===== config.mk =====
export PLATFORM = sky130hd
export DESIGN_NAME = gcd_engine
export DESIGN_NICKNAME = d
export VERILOG_FILES = /design/src/rtl/gcd_pkg.sv /design/src/rtl/gcd_datapath.sv /design/src/rtl/gcd_engine.sv
export SDC_FILE = /design/constraint.sdc
export NUM_CORES = 1
export LEC_CHECK = 0
export ABC_AREA = 1
export CAP_MARGIN = 20
export CORE_ASPECT_RATIO = 1.1
export CORE_MARGIN = 2
export CORE_UTILIZATION = 51
export DETAILED_ROUTE_END_ITERATION = 8
export PLACE_DENSITY = 0.77
export SLEW_MARGIN = 15
export SYNTH_ARGS = -nofsm -noshare
export SYNTH_HDL_FRONTEND = slang
export SYNTH_SLANG_ARGS = --single-unit
export TNS_END_PERCENT = 20

===== constraint.sdc =====
create_clock -name clk -period 2.68 [get_ports clk]
set_input_delay 0.536 -clock clk [delete_from_list [all_inputs] [get_ports clk]]
set_output_delay 0.536 -clock clk [all_outputs]
set_load 0.03 [all_outputs]

===== src/rtl/gcd_pkg.sv =====
// Shared types for the GCD engine: FSM states,
// mode encodings and the FSM-to-datapath action bundle.
package gcd_pkg;

  typedef enum logic [1:0] {
    S_IDLE = 2'd0,
    S_CALC = 2'd1,
    S_DONE = 2'd2,
    S_ERR  = 2'd3
  } state_t;

  localparam logic MODE_EUCLID = 1'b0;
  localparam logic MODE_STEIN  = 1'b1;

  typedef struct packed {
    logic load;
    logic sub_a;
    logic sub_b;
    logic shr_ab;
    logic shr_a;
    logic shr_b;
    logic fin;
  } act_t;

endpackage


===== src/rtl/gcd_datapath.sv =====
// Operand registers, power-of-two exponent, iteration
// counter, comparator flags and the result register.
module gcd_datapath
  import gcd_pkg::*;
#(
  parameter int WIDTH = 16
) (
  input  logic             clk,
  input  logic             rst,
  input  act_t             act,
  input  logic [WIDTH-1:0] a_in,
  input  logic [WIDTH-1:0] b_in,
  output logic             eq,
  output logic             gt,
  output logic             a_even,
  output logic             b_even,
  output logic [WIDTH-1:0] gcd_out,
  output logic [WIDTH-1:0] iters
);

  localparam int KW = $clog2(WIDTH + 1);

  logic [WIDTH-1:0] a_q, a_d;
  logic [WIDTH-1:0] b_q, b_d;
  logic [KW-1:0]    k_q, k_d;
  logic [WIDTH-1:0] it_q, it_d;
  logic [WIDTH-1:0] g_q, g_d;
  logic             step;

  assign eq     = (a_q == b_q);
  assign gt     = (a_q > b_q);
  assign a_even = ~a_q[0];
  assign b_even = ~b_q[0];

  assign step = act.sub_a | act.sub_b |
                act.shr_ab | act.shr_a |
                act.shr_b;

  always_comb begin
    a_d  = a_q;
    b_d  = b_q;
    k_d  = k_q;
    it_d = it_q;
    g_d  = g_q;
    unique case (1'b1)
      act.load: begin
        a_d  = a_in;
        b_d  = b_in;
        k_d  = '0;
        it_d = '0;
      end
      act.sub_a:  a_d = a_q - b_q;
      act.sub_b:  b_d = b_q - a_q;
      act.shr_ab: begin
        a_d = a_q >> 1;
        b_d = b_q >> 1;
        k_d = k_q + KW'(1);
      end
      act.shr_a:  a_d = a_q >> 1;
      act.shr_b:  b_d = b_q >> 1;
      act.fin:    g_d = a_q << k_q;
      default: ;
    endcase
    // count saturates rather than wrapping
    if (step && (it_q != '1))
      it_d = it_q + WIDTH'(1);
  end

  always_ff @(posedge clk or posedge rst) begin
    if (rst) begin
      a_q  <= '0;
      b_q  <= '0;
      k_q  <= '0;
      it_q <= '0;
      g_q  <= '0;
    end else begin
      a_q  <= a_d;
      b_q  <= b_d;
      k_q  <= k_d;
      it_q <= it_d;
      g_q  <= g_d;
    end
  end

  assign gcd_out = g_q;
  assign iters   = it_q;

endmodule


===== src/rtl/gcd_engine.sv =====
// GCD engine top: control FSM selecting one datapath
// action per cycle, Moore status outputs.
module gcd_engine
  import gcd_pkg::*;
#(
  parameter int WIDTH = 16
) (
  input  logic             clk,
  input  logic             rst,
  input  logic             go,
  input  logic             mode,
  input  logic             abort,
  input  logic [WIDTH-1:0] a_in,
  input  logic [WIDTH-1:0] b_in,
  output logic             ready,
  output logic             busy,
  output logic             done,
  output logic             invalid,
  output logic [WIDTH-1:0] gcd_out,
  output logic [WIDTH-1:0] iters
);

  state_t state_q, state_d;
  logic   mode_q, mode_d;
  act_t   act;
  logic   eq, gt, a_even, b_even;

  always_comb begin
    state_d = state_q;
    mode_d  = mode_q;
    act     = '0;
    unique case (state_q)
      S_IDLE: begin
        if (go) begin
          mode_d = mode;
          if (a_in == '0 || b_in == '0) begin
            state_d = S_ERR;
          end else begin
            state_d  = S_CALC;
            act.load = 1'b1;
          end
        end
      end
      S_CALC: begin
        if (abort) begin
          state_d = S_IDLE;
        end else if (mode_q == MODE_EUCLID) begin
          if (eq) begin
            act.fin = 1'b1;
            state_d = S_DONE;
          end else if (gt) begin
            act.sub_a = 1'b1;
          end else begin
            act.sub_b = 1'b1;
          end
        end else begin
          if (a_even && b_even) begin
            act.shr_ab = 1'b1;
          end else if (a_even) begin
            act.shr_a = 1'b1;
          end else if (b_even) begin
            act.shr_b = 1'b1;
          end else if (eq) begin
            act.fin = 1'b1;
            state_d = S_DONE;
          end else if (gt) begin
            act.sub_a = 1'b1;
          end else begin
            act.sub_b = 1'b1;
          end
        end
      end
      S_DONE:  state_d = S_IDLE;
      S_ERR:   state_d = S_IDLE;
      default: state_d = S_IDLE;
    endcase
  end

  always_ff @(posedge clk or posedge rst) begin
    if (rst) begin
      state_q <= S_IDLE;
      mode_q  <= MODE_EUCLID;
    end else begin
      state_q <= state_d;
      mode_q  <= mode_d;
    end
  end

  assign ready   = (state_q == S_IDLE);
  assign busy    = (state_q == S_CALC);
  assign done    = (state_q == S_DONE);
  assign invalid = (state_q == S_ERR);

  gcd_datapath #(.WIDTH(WIDTH)) u_dp (
    .clk     (clk),
    .rst     (rst),
    .act     (act),
    .a_in    (a_in),
    .b_in    (b_in),
    .eq      (eq),
    .gt      (gt),
    .a_even  (a_even),
    .b_even  (b_even),
    .gcd_out (gcd_out),
    .iters   (iters)
  );

endmodule


==> impl_metrics.xml <==
<?xml version="1.0" encoding="UTF-8"?>
<metrics>
  <group name="finish">
    <metric name="num_antenna_cells" unit="">0</metric>
    <metric name="layout.area.seq" unit="sq mm">0.00180</metric>
    <metric name="layout-area-overhead-vs-synth" unit="%">21.5</metric>
    <metric name="drive_gt1_frac" unit="">0.0789</metric>
    <metric name="layout.nets" unit="">1173</metric>
    <metric name="multiInputGateArea" unit="sq mm">0.00406</metric>
    <metric name="fillCellCount" unit="">1167</metric>
  </group>
  <group name="hold_path">
    <metric name="launch_instance_of_the_worst_min_delay_path" unit="">u_dp.gcd_out[13]</metric>
    <metric name="min_path_type" unit="">flip-flop to flip-flop</metric>
  </group>
  <group name="global_routing">
    <metric name="grt_pass1_vias" unit="">6529</metric>
    <metric name="grt_first_pass_wirelength" unit="microns">31700</metric>
    <metric name="grt-ovfl-total" unit="">0</metric>
    <metric name="antenna_found_initial" unit="">0</metric>
    <metric name="grt.total_usage" unit="">0.292</metric>
    <metric name="grt_max_degree" unit="">73</metric>
  </group>
  <group name="floorplanning">
    <metric name="io_pins" unit="">73</metric>
    <metric name="initial_standard_cell_utilization_of_the_core" unit="">0.518</metric>
    <metric name="dieHeight" unit="microns">122</metric>
    <metric name="coreArea" unit="sq mm">0.0125</metric>
    <metric name="chipWidth" unit="microns">112</metric>
    <metric name="die_area" unit="sq mm">0.0137</metric>
    <metric name="core.rowCount" unit="">43</metric>
  </group>
  <group name="synthesis">
    <metric name="ys.flop_type" unit="">sky130_fd_sc_hd__dfrtp_1</metric>
    <metric name="synthesis.yosys.warnings" unit="">0</metric>
    <metric name="synth_area" unit="sq mm">0.00649</metric>
    <metric name="synth-async-reset-ratio" unit="">1.00</metric>
    <metric name="synth_enable_flop_cells" unit="">0</metric>
    <metric name="ys_types" unit="">45</metric>
    <metric name="synth-seq-area-share" unit="">0.277</metric>
    <metric name="post_synth.cell_area_avg" unit="sq um">6.42</metric>
    <metric name="ys_ff_latch" unit="">72</metric>
    <metric name="synth_fp_nets" unit="">1087</metric>
    <metric name="syn-instance-count" unit="">1012</metric>
  </group>
  <group name="timing">
    <metric name="finClkSkew" unit="ns">0.00938</metric>
    <metric name="max_freq" unit="GHz">0.395</metric>
    <metric name="slew-limit-headroom" unit="">0.410</metric>
    <metric name="final.period_utilization" unit="">0.946</metric>
    <metric name="max_slew.worst_pin.slew" unit="ns">0.886</metric>
    <metric name="rsz0062_at_grt" unit="">false</metric>
    <metric name="final-hold-violation-count" unit="">0</metric>
    <metric name="finalCriticalPeriod" unit="ns">2.53</metric>
    <metric name="setup-tns-final" unit="ns">0</metric>
    <metric name="maxSlewViolCount" unit="">0</metric>
    <metric name="setup_viol_count_final" unit="">0</metric>
    <metric name="fin_hold_ws" unit="ns">0.486</metric>
  </group>
  <group name="cts">
    <metric name="number_of_cts_inserted_buffers" unit="">9</metric>
    <metric name="count_of_hold_buffers_inserted_by_post_cts_repair" unit="">0</metric>
    <metric name="clkTransAtPathRegs" unit="ns">0.07</metric>
    <metric name="max-clock-path-buffers" unit="">2</metric>
    <metric name="cts_root_buffer" unit="">sky130_fd_sc_hd__clkbuf_16</metric>
    <metric name="cts_tree" unit="">yes</metric>
    <metric name="clock-sinks" unit="">72</metric>
    <metric name="clock_insertion_delay_worst_skew" unit="ns">0.35</metric>
    <metric name="htree_num_levels" unit="">3</metric>
  </group>
  <group name="power_and_ir_drop">
    <metric name="intPower" unit="mW">4.50</metric>
    <metric name="switching_power" unit="mW">5.04</metric>
    <metric name="share_comb_of_total_power" unit="">0.664</metric>
    <metric name="clock_power_share" unit="">0.152</metric>
    <metric name="post-layout-total-power" unit="mW">9.54</metric>
    <metric name="leakagePower" unit="nW">4.12</metric>
    <metric name="irDropWorstVdd" unit="mV">0.562</metric>
    <metric name="power.share.switching" unit="">0.529</metric>
    <metric name="pwr_density_cell" unit="mW/mm^2">1210</metric>
    <metric name="p_seq_frac" unit="">0.184</metric>
  </group>
  <group name="setup_path">
    <metric name="setup.worst_path.end_class" unit="">flip-flop</metric>
    <metric name="cp_data_arrival_time" unit="ns">2.82</metric>
    <metric name="regToRegStartpoint" unit="">u_dp.b_q[13]</metric>
    <metric name="worstPathRequired" unit="ns">2.97</metric>
    <metric name="setup.worst_path.start_class" unit="">flip-flop</metric>
    <metric name="startpoint_of_the_most_critical_setup_path" unit="">u_dp.b_q[13]</metric>
    <metric name="crit_path_max_fanout" unit="">7</metric>
    <metric name="worst-setup-path-type" unit="">flip-flop to flip-flop</metric>
  </group>
  <group name="routing">
    <metric name="drt-pass1-iter-count" unit="">5</metric>
    <metric name="post_drt_via_cell_ratio" unit="">5.45</metric>
    <metric name="drt.antenna.violating_nets" unit="">0</metric>
    <metric name="finalWirelength" unit="microns">19400</metric>
    <metric name="vias" unit="">6866</metric>
    <metric name="first_iter_violations" unit="">551</metric>
    <metric name="drc" unit="">0</metric>
    <metric name="post_drt_wl_per_cell" unit="microns">15.4</metric>
  </group>
  <group name="place">
    <metric name="gp_congestion" unit="">1.04</metric>
    <metric name="detailedPlacementHpwl" unit="microns">14900</metric>
    <metric name="port_buffers" unit="">72</metric>
  </group>
  <group name="flow_run">
    <metric name="cap_violations" unit="">0</metric>
  </group>
  <group name="status">
    <metric name="outcome" unit="">complete, no violations</metric>
  </group>
</metrics>
==> cell usage after synthesis (all sizes together), types with 3 or more instances <==
library cell | n | area, sq um
nand2 | 358 | 1400
nand3 | 126 | 666
inv | 125 | 472
nor2 | 94 | 414
dfrtp | 72 | 1800
o21ai | 71 | 367
ha | 36 | 450
a21oi | 28 | 155
buf | 16 | 119
clkbuf | 16 | 62.6
xor2 | 16 | 140
nand4 | 13 | 93.8
xnor2 | 8 | 70.1
mux2i | 5 | 50.1
nand3b | 4 | 33.8
nor3 | 4 | 25.0
o211ai | 4 | 30.0
o22ai | 4 | 25.0
a22o | 3 | 26.3
==> power by group through the flow <==
stage / clock (mW) / combinational [mW] / sequential, mW
floorplan: 0 / 4.46 / 1.65
global placement: 0 / 5.98 / 1.74
detailed placement: 0 / 6.03 / 1.75
CTS: 1.45 / 6.10 / 1.73
global route: 1.49 / 7.06 / 1.79
finish: 1.45 / 6.34 / 1.75
==> layer usage <==
layer	share of wire	vias up	routed length [microns]	track usage
li1	-	3402	-	-
met1	0.41	3123	8040	0.359
met2	0.48	282	9330	0.510
met3	0.070	59	1360	0.0479
met4	0.037	0	722	0.127
met5	0	-	0	0
==> through the flow <==
step	utilization	instance area [sq um]	setup slack (ns)	cells
2_1_floorplan	-	6490	0.316	1012
6_report	0.629	7890	0.146	1260
4_1_cts	0.622	7800	0.0602	1252
3_3_place_gp	0.595	7460	0.143	1236
3_5_place_dp	0.595	7460	0.0930	1236
5_1_grt	0.629	7890	0.0221	1260
==> repair_timing <==
action,CTS,global route
setup endpoints to repair,0,29
resized for setup,0,3
buffers inserted,0,7
==> final cells by class <==
class | count | share of cell area
well taps | 157 | 0.0249
clock buffers | 10 | 0.0290
clock inverters | 6 | 0.0146
multi-input cells | 784 | 0.515
repair buffers | 106 | 0.128
inverters | 125 | 0.0598
flip-flops and latches | 72 | 0.228
==> registers in the layout (all words and copies together) (netlist names) <==
| name | cells |
|---|---|
| mode_q | 1 |
| state_q | 2 |
| u_dp.a_q | 16 |
| u_dp.b_q | 16 |
| u_dp.gcd_out | 16 |
| u_dp.k_q | 5 |
| u_dp.iters | 16 |
==> final timing paths <==
| path | endpoint | slack, ns | cells past startpoint |
|---|---|---|---|
| worst min register to register | u_dp.gcd_out[13] | 0.49 | 2 |
| min in group asynchronous | u_dp.gcd_out[6] | 0.61 | 3 |
| max in group asynchronous | u_dp.b_q[8] | 1.76 | 3 |
| worst max-delay path | u_dp.a_q[15] | 0.15 | 12 |
| worst min-delay path | u_dp.gcd_out[13] | 0.49 | 2 |
| worst max register to register | u_dp.a_q[15] | 0.15 | 12 |
==> layout by cell type (no fill, tap or decap), types with 2 or more instances in the layout <==
cell type / Yosys / layout
sky130_fd_sc_hd__inv_6: 0 / 2
sky130_fd_sc_hd__nand4_2: 2 / 2
sky130_fd_sc_hd__nand2_4: 6 / 6
sky130_fd_sc_hd__inv_2: 2 / 4
sky130_fd_sc_hd__buf_12: 0 / 3
sky130_fd_sc_hd__o211ai_1: 4 / 4
sky130_fd_sc_hd__mux2i_1: 5 / 5
sky130_fd_sc_hd__nor3_1: 3 / 3
sky130_fd_sc_hd__nand3b_1: 3 / 3
sky130_fd_sc_hd__nor2_2: 3 / 3
sky130_fd_sc_hd__nor2_1: 85 / 85
sky130_fd_sc_hd__nand2_1: 348 / 348
sky130_fd_sc_hd__a22o_1: 3 / 3
sky130_fd_sc_hd__clkbuf_16: 0 / 9
sky130_fd_sc_hd__dfrtp_1: 72 / 72
sky130_fd_sc_hd__fa_1: 2 / 2
sky130_fd_sc_hd__a21oi_1: 26 / 26
sky130_fd_sc_hd__nand2_2: 4 / 3
sky130_fd_sc_hd__nand4_1: 11 / 11
sky130_fd_sc_hd__and2_1: 2 / 2
sky130_fd_sc_hd__nand3_4: 2 / 2
sky130_fd_sc_hd__bufinv_16: 0 / 3
sky130_fd_sc_hd__o21ai_1: 14 / 14
sky130_fd_sc_hd__clkdlybuf4s50_1: 0 / 72
sky130_fd_sc_hd__nand3_2: 2 / 3
sky130_fd_sc_hd__ha_1: 36 / 36
sky130_fd_sc_hd__nor2_4: 5 / 5
sky130_fd_sc_hd__o21ai_0: 56 / 56
sky130_fd_sc_hd__buf_4: 3 / 31
sky130_fd_sc_hd__o22ai_1: 4 / 4
sky130_fd_sc_hd__nand3_1: 122 / 122
sky130_fd_sc_hd__inv_1: 122 / 120
sky130_fd_sc_hd__xnor2_1: 8 / 8
sky130_fd_sc_hd__xor2_1: 16 / 16
==> logic make-up after synthesis <==
kind of cell,count (synthesis),synth area share
and+or+nand+nor,602,0.408
buffers and inverters,157,0.101
AOI/OAI and AO/OA,113,0.0965
DFF,72,0.277
adders and majority gates,38,0.0755
xor gates and xnor gates,24,0.0324
muxes,6,0.00944
==> worst max-delay path: stages (launching register included) <==
cell and delay, ns:
sky130_fd_sc_hd__dfrtp_1 0.45, sky130_fd_sc_hd__inv_1 0.07, sky130_fd_sc_hd__ha_1 0.41, sky130_fd_sc_hd__nand2_1 0.16
sky130_fd_sc_hd__nor2_4 0.19, sky130_fd_sc_hd__nand2_4 0.10, sky130_fd_sc_hd__inv_1 0.08, sky130_fd_sc_hd__nand2_2 0.11
sky130_fd_sc_hd__a21oi_2 0.40, sky130_fd_sc_hd__nand3_1 0.24, sky130_fd_sc_hd__o21ai_1 0.13, sky130_fd_sc_hd__nand2_1 0.07
sky130_fd_sc_hd__inv_1 0.06
Power figures use the tool's default switching activity.
